--- config.mk ---
export PLATFORM = sky130hd
export DESIGN_NAME = wb_stream_reader
export DESIGN_NICKNAME = d
export VERILOG_FILES = /design/src/rtl/wb_stream_reader.sv
export SDC_FILE = /design/constraint.sdc
export NUM_CORES = 1
export LEC_CHECK = 0
export ABC_AREA = 1
export BUFFER_PORTS_ARGS = -buffer_cell sky130_fd_sc_hd__buf_2
export CELL_PAD_IN_SITES_DETAIL_PLACEMENT = 1
export CELL_PAD_IN_SITES_GLOBAL_PLACEMENT = 2
export CORE_UTILIZATION = 37
export CTS_CLUSTER_SIZE = 8
export DETAILED_ROUTE_END_ITERATION = 7
export PLACE_DENSITY_LB_ADDON = 0.1
export RECOVER_POWER = 50
export SETUP_SLACK_MARGIN = 0.5
export SLEW_MARGIN = 20
export SYNTH_ARGS = -nofsm -noshare
export SYNTH_HDL_FRONTEND = slang
export SYNTH_SLANG_ARGS = --single-unit
--- constraint.sdc ---
create_clock -name clk -period 9.6 [get_ports clk]
set_input_delay 0.48 -clock clk [delete_from_list [all_inputs] [get_ports clk]]
set_output_delay 0.48 -clock clk [all_outputs]
set_load 0.005 [all_outputs]
--- src/rtl/wb_stream_reader.sv ---
// wb_stream_reader: buffers a valid/ready stream in a FIFO and writes it to memory as Wishbone bursts.
// Ports: clk/rst (sync, active-high); wbm_* Wishbone data master (write-only bursts);
// stream_s_* stream sink; wbs_* config slave (0x0 ctrl/status, 0x4 start address,
// 0x8 buffer size in bytes, 0xC burst size in words); irq_o completion interrupt.
// Optional macro WB_STREAM_READER_IRQ_EN enables the completion interrupt.
module wb_stream_reader #(
  parameter int WB_AW = 32,
  parameter int WB_DW = 32,
  parameter int FIFO_AW = 5,
  parameter int MAX_BURST_LEN = 128
) (
  input  logic               clk,
  input  logic               rst,
  output logic [WB_AW-1:0]   wbm_adr_o,
  output logic [WB_DW-1:0]   wbm_dat_o,
  output logic [WB_DW/8-1:0] wbm_sel_o,
  output logic               wbm_we_o,
  output logic               wbm_cyc_o,
  output logic               wbm_stb_o,
  output logic [2:0]         wbm_cti_o,
  output logic [1:0]         wbm_bte_o,
  input  logic [WB_DW-1:0]   wbm_dat_i,
  input  logic               wbm_ack_i,
  input  logic               wbm_err_i,
  input  logic               wbm_rty_i,
  input  logic [WB_DW-1:0]   stream_s_data_i,
  input  logic               stream_s_valid_i,
  output logic               stream_s_ready_o,
  input  logic [WB_AW-1:0]   wbs_adr_i,
  input  logic [WB_DW-1:0]   wbs_dat_i,
  input  logic [WB_DW/8-1:0] wbs_sel_i,
  input  logic               wbs_we_i,
  input  logic               wbs_cyc_i,
  input  logic               wbs_stb_i,
  input  logic [2:0]         wbs_cti_i,
  input  logic [1:0]         wbs_bte_i,
  output logic [WB_DW-1:0]   wbs_dat_o,
  output logic               wbs_ack_o,
  output logic               wbs_err_o,
  output logic               wbs_rty_o,
  output logic               irq_o
);
  localparam int BW = WB_DW / 8;
  localparam int SH = $clog2(BW);
  localparam int DEPTH = 1 << FIFO_AW;
  typedef enum logic [1:0] {IDLE, WAIT, BURST} state_t;
  state_t state;
  logic [WB_DW-1:0] mem [DEPTH];
  logic [FIFO_AW-1:0] wr_ptr, rd_ptr;
  logic [FIFO_AW:0] count;
  logic full, push, pop;
  logic [WB_DW-1:0] start_adr, size, burst, rdata;
  logic [WB_AW-1:0] addr, remaining, beats, words, blen, len;
  logic irq_pend, err_flag, req, wr, start;
  logic [1:0] reg_sel;
  logic unused;
  assign unused = ^{wbm_dat_i, wbm_rty_i, wbs_sel_i, wbs_cti_i, wbs_bte_i, wbs_adr_i[WB_AW-1:4], wbs_adr_i[1:0]};
  assign full = count[FIFO_AW];
  assign stream_s_ready_o = !full;
  assign push = stream_s_valid_i && !full;
  assign pop = state == BURST && wbm_ack_i && !wbm_err_i;
  always_ff @(posedge clk)
    if (push) mem[wr_ptr] <= stream_s_data_i;
  always_ff @(posedge clk)
    if (rst) begin
      wr_ptr <= '0;
      rd_ptr <= '0;
      count <= '0;
    end else begin
      wr_ptr <= wr_ptr + FIFO_AW'(push);
      rd_ptr <= rd_ptr + FIFO_AW'(pop);
      count <= count + (FIFO_AW+1)'(push) - (FIFO_AW+1)'(pop);
    end
  assign req = wbs_cyc_i && wbs_stb_i && !wbs_ack_o;
  assign wr = req && wbs_we_i;
  assign reg_sel = wbs_adr_i[3:2];
  assign start = wr && reg_sel == 2'd0 && wbs_dat_i[0] && size >= WB_DW'(BW);
  assign rdata = reg_sel == 2'd0 ? WB_DW'({err_flag, irq_pend, state != IDLE}) :
                 reg_sel == 2'd1 ? start_adr : reg_sel == 2'd2 ? size : burst;
  assign words = WB_AW'(size >> SH);
  // A burst never asks for more words than the FIFO can hold, otherwise WAIT could never be satisfied.
  assign blen = WB_AW'(burst) < WB_AW'(DEPTH) ? WB_AW'(burst) : WB_AW'(DEPTH);
  assign len = blen < remaining ? blen : remaining;
  always_ff @(posedge clk)
    if (rst) begin
      state <= IDLE;
      wbs_ack_o <= 1'b0;
      wbs_dat_o <= '0;
      start_adr <= '0;
      size <= '0;
      burst <= WB_DW'(1);
      irq_pend <= 1'b0;
      err_flag <= 1'b0;
      addr <= '0;
      remaining <= '0;
      beats <= '0;
      wbm_cyc_o <= 1'b0;
      wbm_cti_o <= 3'b000;
    end else begin
      wbs_ack_o <= req;
      wbs_dat_o <= req ? rdata : '0;
      if (wr && state == IDLE && reg_sel == 2'd1) start_adr <= wbs_dat_i;
      if (wr && state == IDLE && reg_sel == 2'd2) size <= wbs_dat_i & ~WB_DW'(BW - 1);
      if (wr && state == IDLE && reg_sel == 2'd3)
        burst <= wbs_dat_i == '0 ? WB_DW'(1) :
                 wbs_dat_i > WB_DW'(MAX_BURST_LEN) ? WB_DW'(MAX_BURST_LEN) : wbs_dat_i;
`ifdef WB_STREAM_READER_IRQ_EN
      if (wr && reg_sel == 2'd0 && wbs_dat_i[1]) irq_pend <= 1'b0;
`endif
      case (state)
        IDLE: if (start) begin
          state <= WAIT;
          addr <= WB_AW'(start_adr);
          remaining <= words;
          err_flag <= 1'b0;
        end
        WAIT: if (WB_AW'(count) >= len) begin
          state <= BURST;
          beats <= len;
          wbm_cyc_o <= 1'b1;
          wbm_cti_o <= len == 1 ? 3'b111 : 3'b010;
        end
        BURST: if (wbm_err_i) begin
          state <= IDLE;
          wbm_cyc_o <= 1'b0;
          wbm_cti_o <= 3'b000;
          err_flag <= 1'b1;
        end else if (wbm_ack_i) begin
          addr <= addr + WB_AW'(BW);
          remaining <= remaining - 1'b1;
          beats <= beats - 1'b1;
          wbm_cti_o <= beats == 1 ? 3'b000 : beats == 2 ? 3'b111 : wbm_cti_o;
          if (beats == 1) begin
            wbm_cyc_o <= 1'b0;
            state <= remaining == 1 ? IDLE : WAIT;
`ifdef WB_STREAM_READER_IRQ_EN
            if (remaining == 1) irq_pend <= 1'b1;
`endif
          end
        end
        default: state <= IDLE;
      endcase
    end
  assign wbm_adr_o = addr;
  assign wbm_dat_o = wbm_cyc_o ? mem[rd_ptr] : '0;
  assign wbm_sel_o = {BW{wbm_cyc_o}};
  assign wbm_we_o = wbm_cyc_o;
  assign wbm_stb_o = wbm_cyc_o;
  assign wbm_bte_o = 2'b00;
  assign wbs_err_o = 1'b0;
  assign wbs_rty_o = 1'b0;
`ifdef WB_STREAM_READER_IRQ_EN
  assign irq_o = irq_pend;
`else
  assign irq_o = 1'b0;
`endif
endmodule

# Word level (Yosys, flattened, before mapping)
# Memories as Yosys holds them, arrays and structs flattened. A register that Yosys moved wholly into a read port is not among the register bits.
# Index checks and enable logic that the tools add are counted.
[totals]
n_memories = 1
output_inout_bits = 113
regBits = 246
in_bits = 146
mem_bits_rw = 1024
[op_classes]
muxes = 45
eq_ne = 17
bitwise = 1
n_addsub = 7
order_cmp = 5
n_reduce_logical = 30
[memory_table]
columns = ["name", "words", "word_bits", "rd", "rd_clocked_by_memory_dff", "wr", "line", "source"]
rows = [
  ["mem", 32, 32, 1, 1, 1, "48", "logic [WB_DW-1:0] mem [DEPTH];"],
]
[op_table]
columns = ["cell", "count"]
rows = [
  ["$mux 32", 16],
  ["$pmux 32 s2", 3],
  ["$eq 32x1->1 const B", 3],
  ["$sub 32x1->32 const B", 2],
  ["$add 32x3->32 const B", 1],
  ["$eq 32x2->1 const B", 1],
  ["$ge 32x3->1 const B", 1],
  ["$ge 6x32->1", 1],
  ["$gt 32x8->1 const B", 1],
  ["$logic_not 32->1", 1],
  ["$lt 32x32->1", 1],
  ["$lt 32x6->1 const B", 1],
  ["$mux 3", 7],
  ["$reduce_and 4->1", 5],
  ["$logic_and 1x1->1", 13],
  ["$add 5x1->5", 2],
  ["$mux 2", 5],
  ["$ne 2x2->1 const B", 5],
  ["$mux 1", 9],
  ["$add 6x1->6", 1],
  ["$eq 2x2->1 const B", 3],
  ["$pmux 2 s3", 1],
  ["$pmux 3 s2", 1],
  ["$reduce_bool 2->1", 3],
  ["13 further kinds", 18],
]

# Depth between registers and ports, before layout
[depth]
word_depth = 8
mapped_depth = 38

# Worst setup path before layout
# Ideal clock, no wire load.
[synth_path]
path_kind = "register to register"
startpoint = "reg burst[8]"
endpoint = "reg beats[21]"
setup_time_ns = 0.113
stages_incl_launch_ff = 34
arrival_time_ns = 3.498
synth_period_minus_slack_ns = 3.611
path_slack_ns = 5.989
n_path_buf = 4
path_cell_list = "dfxtp_1 -> nor2_1 -> nand2_1 -> nor2_1 -> nand2_1 -> nor2_2 -> inv_1 -> ha_1 -> a21oi_1 -> nor2_1 -> a211oi_1 -> nand2_1 -> nand2_1 -> nand2_1 -> nand2_2 -> nand2_4 -> buf_8 -> buf_6 -> o21a_1 -> ha_1 -> inv_1 -> nand2_1 -> o211ai_1 -> inv_1 -> nand2_1 -> nand2_1 -> nand2_1 -> nand2_2 -> nand3_4 -> nand2_4 -> buf_6 -> buf_12 -> a21oi_2 -> nor2_1"
[synth_between]
elab_chain_cells = 7
elab_cells_between_ends = 9
[synth_rtl]
columns = ["item", "line", "source"]
rows = [
  ["start: declaration", "52", "logic [WB_DW-1:0] start_adr, size, burst, rdata;"],
  ["start signal: assignment", "105", "burst <= wbs_dat_i == '0 ? WB_DW'(1) :"],
  ["$lt 32x6->1", "82", "assign blen = WB_AW'(burst) < WB_AW'(DEPTH) ? WB_AW'(burst) : WB_AW'(DEPTH);"],
  ["$mux 32 (*)", "82", ""],
  ["$lt 32x32->1", "83", "assign len = blen < remaining ? blen : remaining;"],
  ["$mux 32 (*)", "83", ""],
  ["$ge 6x32->1", "117", "WAIT: if (WB_AW'(count) >= len) begin"],
  ["$ne 2x2->1 (no line)", "n/a", ""],
  ["$reduce_and 4->1 (no line)", "n/a", ""],
  ["end signal: assignment", "119", "beats <= len;"],
  ["end signal: assignment", "131", "beats <= beats - 1'b1;"],
  ["end: declaration", "53", "logic [WB_AW-1:0] addr, remaining, beats, words, blen, len;"],
]
# Every way passes the cells marked *; elsewhere a longest branch is shown, timed or not. The select of a mux whose other input is x is not followed.
# A chain may end at the register's enable or synchronous reset.

==> impl_metrics.env <==
export IMPL_maxSlewHeadroom_pct=-126
export IMPL_hold_class="input port to flop"
export IMPL_numCtsBuffers=178
export IMPL_final_layout_size_suffix_gt1_share_pct=9.27
export IMPL_hpwl_um=106000
export IMPL_r2r_cells=29
export IMPL_fin_setup_tns_ns=0
export IMPL_path_clk_slew_ns=0.05
export IMPL_violations="capacitance limit, slew limit"
export IMPL_clock_latency_ns=0.81
export IMPL_drt_pass1_iterations=5
export IMPL_synth_top_area_share_pct=58.3
export IMPL_overflow=0
export IMPL_finalHoldViolCount=0
export IMPL_clkSinkCount=1269
export IMPL_p_per_area_nw_per_um2=230
export IMPL_worstSetupStartpointType="input port"
export IMPL_final_common_cell="edfxtp_1"
export IMPL_synth_edf_count=1024
export IMPL_cp_max_fo=64
export IMPL_whs_ns=0.0652
export IMPL_rows=138
export IMPL_antenna_found_initial=16
export IMPL_wl_met3_um=8750
export IMPL_final_cell_mix="edfxtp_1, nor2_1, o21ai_0"
export IMPL_fp_dieW_um=380
export IMPL_rsz0062_at_grt="false"
export IMPL_required_ns=10.21
export IMPL_avgSynthCellArea_um2=11.1
export IMPL_dp_cells=6624
export IMPL_utilization_pct=43.0
export IMPL_setup_viol=0
export IMPL_synth_top_cell_by_area="edfxtp_1"
export IMPL_gr_usage_all_layers_pct=25.1
export IMPL_ant_nets=0
export IMPL_syn2layout_area_growth_pct=15.5
export IMPL_min_period_over_period_pct=74.6
export IMPL_worstSetupEndpointType="flop"
export IMPL_arrival_ns=7.78
export IMPL_synth_ff_type="edfxtp_1"
export IMPL_grt_max_degree=164
export IMPL_fmax_mhz=140
export IMPL_final_nets=5142
export IMPL_drt_iter0_drc=2719
export IMPL_synth_area_leaders="edfxtp_1, dfxtp_1, o21ai_0"
export IMPL_cts_htree_levels=4
export IMPL_ios=259
export IMPL_route_detailed_drc=0
export IMPL_leakage_uw=0.0205
export IMPL_io_buffers=181
export IMPL_tritoncts="done"
export IMPL_maxCapViolations=15
export IMPL_die_y_um=380
export IMPL_min_period_ns=7.16
export IMPL_critical_path_class="input port to flop"
export IMPL_wl_met2_um=84600
export IMPL_die_area_um2=144000
export IMPL_synth_distinct_cells=59
export IMPL_place_congestion=0.771
export IMPL_ir_drop_uv=152
export IMPL_met1_length_um=83200
export IMPL_vias_per_cell=5.55
export IMPL_ys_seq_area_share_pct=67.6
export IMPL_synthCells=4766
export IMPL_top_layer_used="met5"
export IMPL_synth_seq_cells=1269
export IMPL_num_vias=38300
export IMPL_fin_area_um2=60900
export IMPL_drt_total_wl_um=182000
export IMPL_core_um2=142000
export IMPL_initial_utilization_pct=37.3
export IMPL_routedWlPerCell_um=26.5
export IMPL_clock_root_buffer="clkbuf_16"
export IMPL_worstMarginPinSlew_ns=3.39
export IMPL_placed_area_um2=55800
export IMPL_final_cells=6892
export IMPL_postCtsSetupBuffers=0
export IMPL_clock_path_buffers=3
export IMPL_yosysWarnings=0
export IMPL_grt_pass1_wl_um=267000
export IMPL_fin_skew_ns=0.0585
export IMPL_first_global_vias=38800
export IMPL_holdPathStages=3
export IMPL_drv_slew=627
export IMPL_async_reset_ff_share_pct=0
export IMPL_synth_area_um2=52800
export IMPL_status="finished with violations"
[worst max-delay path: stages]
cell and delay [ns]:
clkbuf_1 2.21, clkinvlp_2 2.80, clkbuf_1 1.64, o21ai_0 0.51
a21oi_1 0.07
[metal layers]
layer  up-vias  track usage, %
met4        10            9.06
met1     19600            34.6
met5         -               0
met3       276            4.27
met2       857            39.6
li1      17600               -
[path summary, 6_finish.rpt]
check / from / to / slack (ns)
max: rst / size[8] / 2.44
min: wbm_err_i / err_flag / 0.07
max reg2reg: burst[16] / beats[19] / 4.31
min reg2reg: burst[17] / burst[17] / 0.45
[registers in the layout (all words and copies together) (netlist names)]
name / flops
rd_ptr: 5
err_flag: 1
start_adr: 32
wbm_cyc_o: 1
burst: 32
remaining: 32
wbs_dat_o: 32
wbs_ack_o: 1
mem: 1024
beats: 32
wr_ptr: 5
size: 30
count: 6
wbm_cti_o: 2
wbm_adr_o: 32
state: 2
[Yosys cell counts (3+ instances only)]
| cell | number |
|---|---|
| o31ai_1 | 11 |
| xnor2_1 | 5 |
| o21ai_0 | 680 |
| ha_1 | 51 |
| buf_6 | 3 |
| nand3b_1 | 10 |
| nand2_1 | 467 |
| nand3_1 | 171 |
| o22ai_1 | 169 |
| a21oi_1 | 199 |
| o211ai_1 | 16 |
| a211oi_1 | 22 |
| a41oi_1 | 32 |
| inv_1 | 210 |
| nand4_1 | 24 |
| nor3_1 | 57 |
| a311oi_1 | 3 |
| xor2_1 | 30 |
| nor4_1 | 16 |
| nor2_1 | 787 |
| a221oi_1 | 11 |
| o221ai_1 | 104 |
| buf_1 | 18 |
| o21ai_1 | 4 |
| buf_2 | 9 |
| buf_4 | 12 |
| inv_2 | 3 |
| edfxtp_1 | 1024 |
| a2111oi_0 | 3 |
| a21oi_2 | 10 |
| dfxtp_1 | 245 |
| or2_2 | 3 |
| clkbuf_1 | 281 |
| nor2_2 | 4 |
| o41ai_1 | 3 |
| a31oi_1 | 36 |
| nand2_4 | 4 |
[cell type report]
| cell class | count | area (um2) |
|---|---|---|
| fillers | 15300 | 80700 |
| flip-flops and latches | 1269 | 35700 |
| multi-input cells | 2987 | 15400 |
| clock buffers | 214 | 4660 |
| well taps | 1890 | 2360 |
| repair buffers | 293 | 1720 |
| inverters | 215 | 828 |
| clock inverters | 16 | 308 |
| diodes | 8 | 20.0 |
[logic make-up (layout without fill, tap and decap cells)]
logic type | Yosys count | count (layout) | share of synthesized area, %
buffers and inverters | 540 | 738 | 4.04
DFF | 1269 | 1269 | 67.6
xor gates and xnor gates | 35 | 35 | 0.581
AOI/OAI and AO/OA | 1313 | 1313 | 14.4
other | 1 | 39 | 0.00711
and+or+nand+nor | 1556 | 1556 | 12.1
adders and majority gates | 52 | 52 | 1.25
[where the power goes]
part / leakage [uW] / switching [uW] / internal, uW
clock: 0.00241 / 2360 / 3380
combinational: 0.00688 / 1440 / 594
sequential: 0.0112 / 131 / 6100
total: 0.0205 / 3940 / 10100
[what timing repair did]
action | CTS | global route
endpoints found under the hold margin | 50 | 0
hold buffers | 30 | 0
resized for setup | 0 | 0
[stage by stage]
step / worst slack [ns] / total power [uW]
4_1_cts: 3.85 / 14200
6_report: 2.44 / 14000
3_5_place_dp: 4.33 / 8390
2_1_floorplan: 5.99 / 7660
5_1_grt: 1.90 / 14600
3_3_place_gp: 4.38 / 8360
Power figures use the tool's default switching activity.
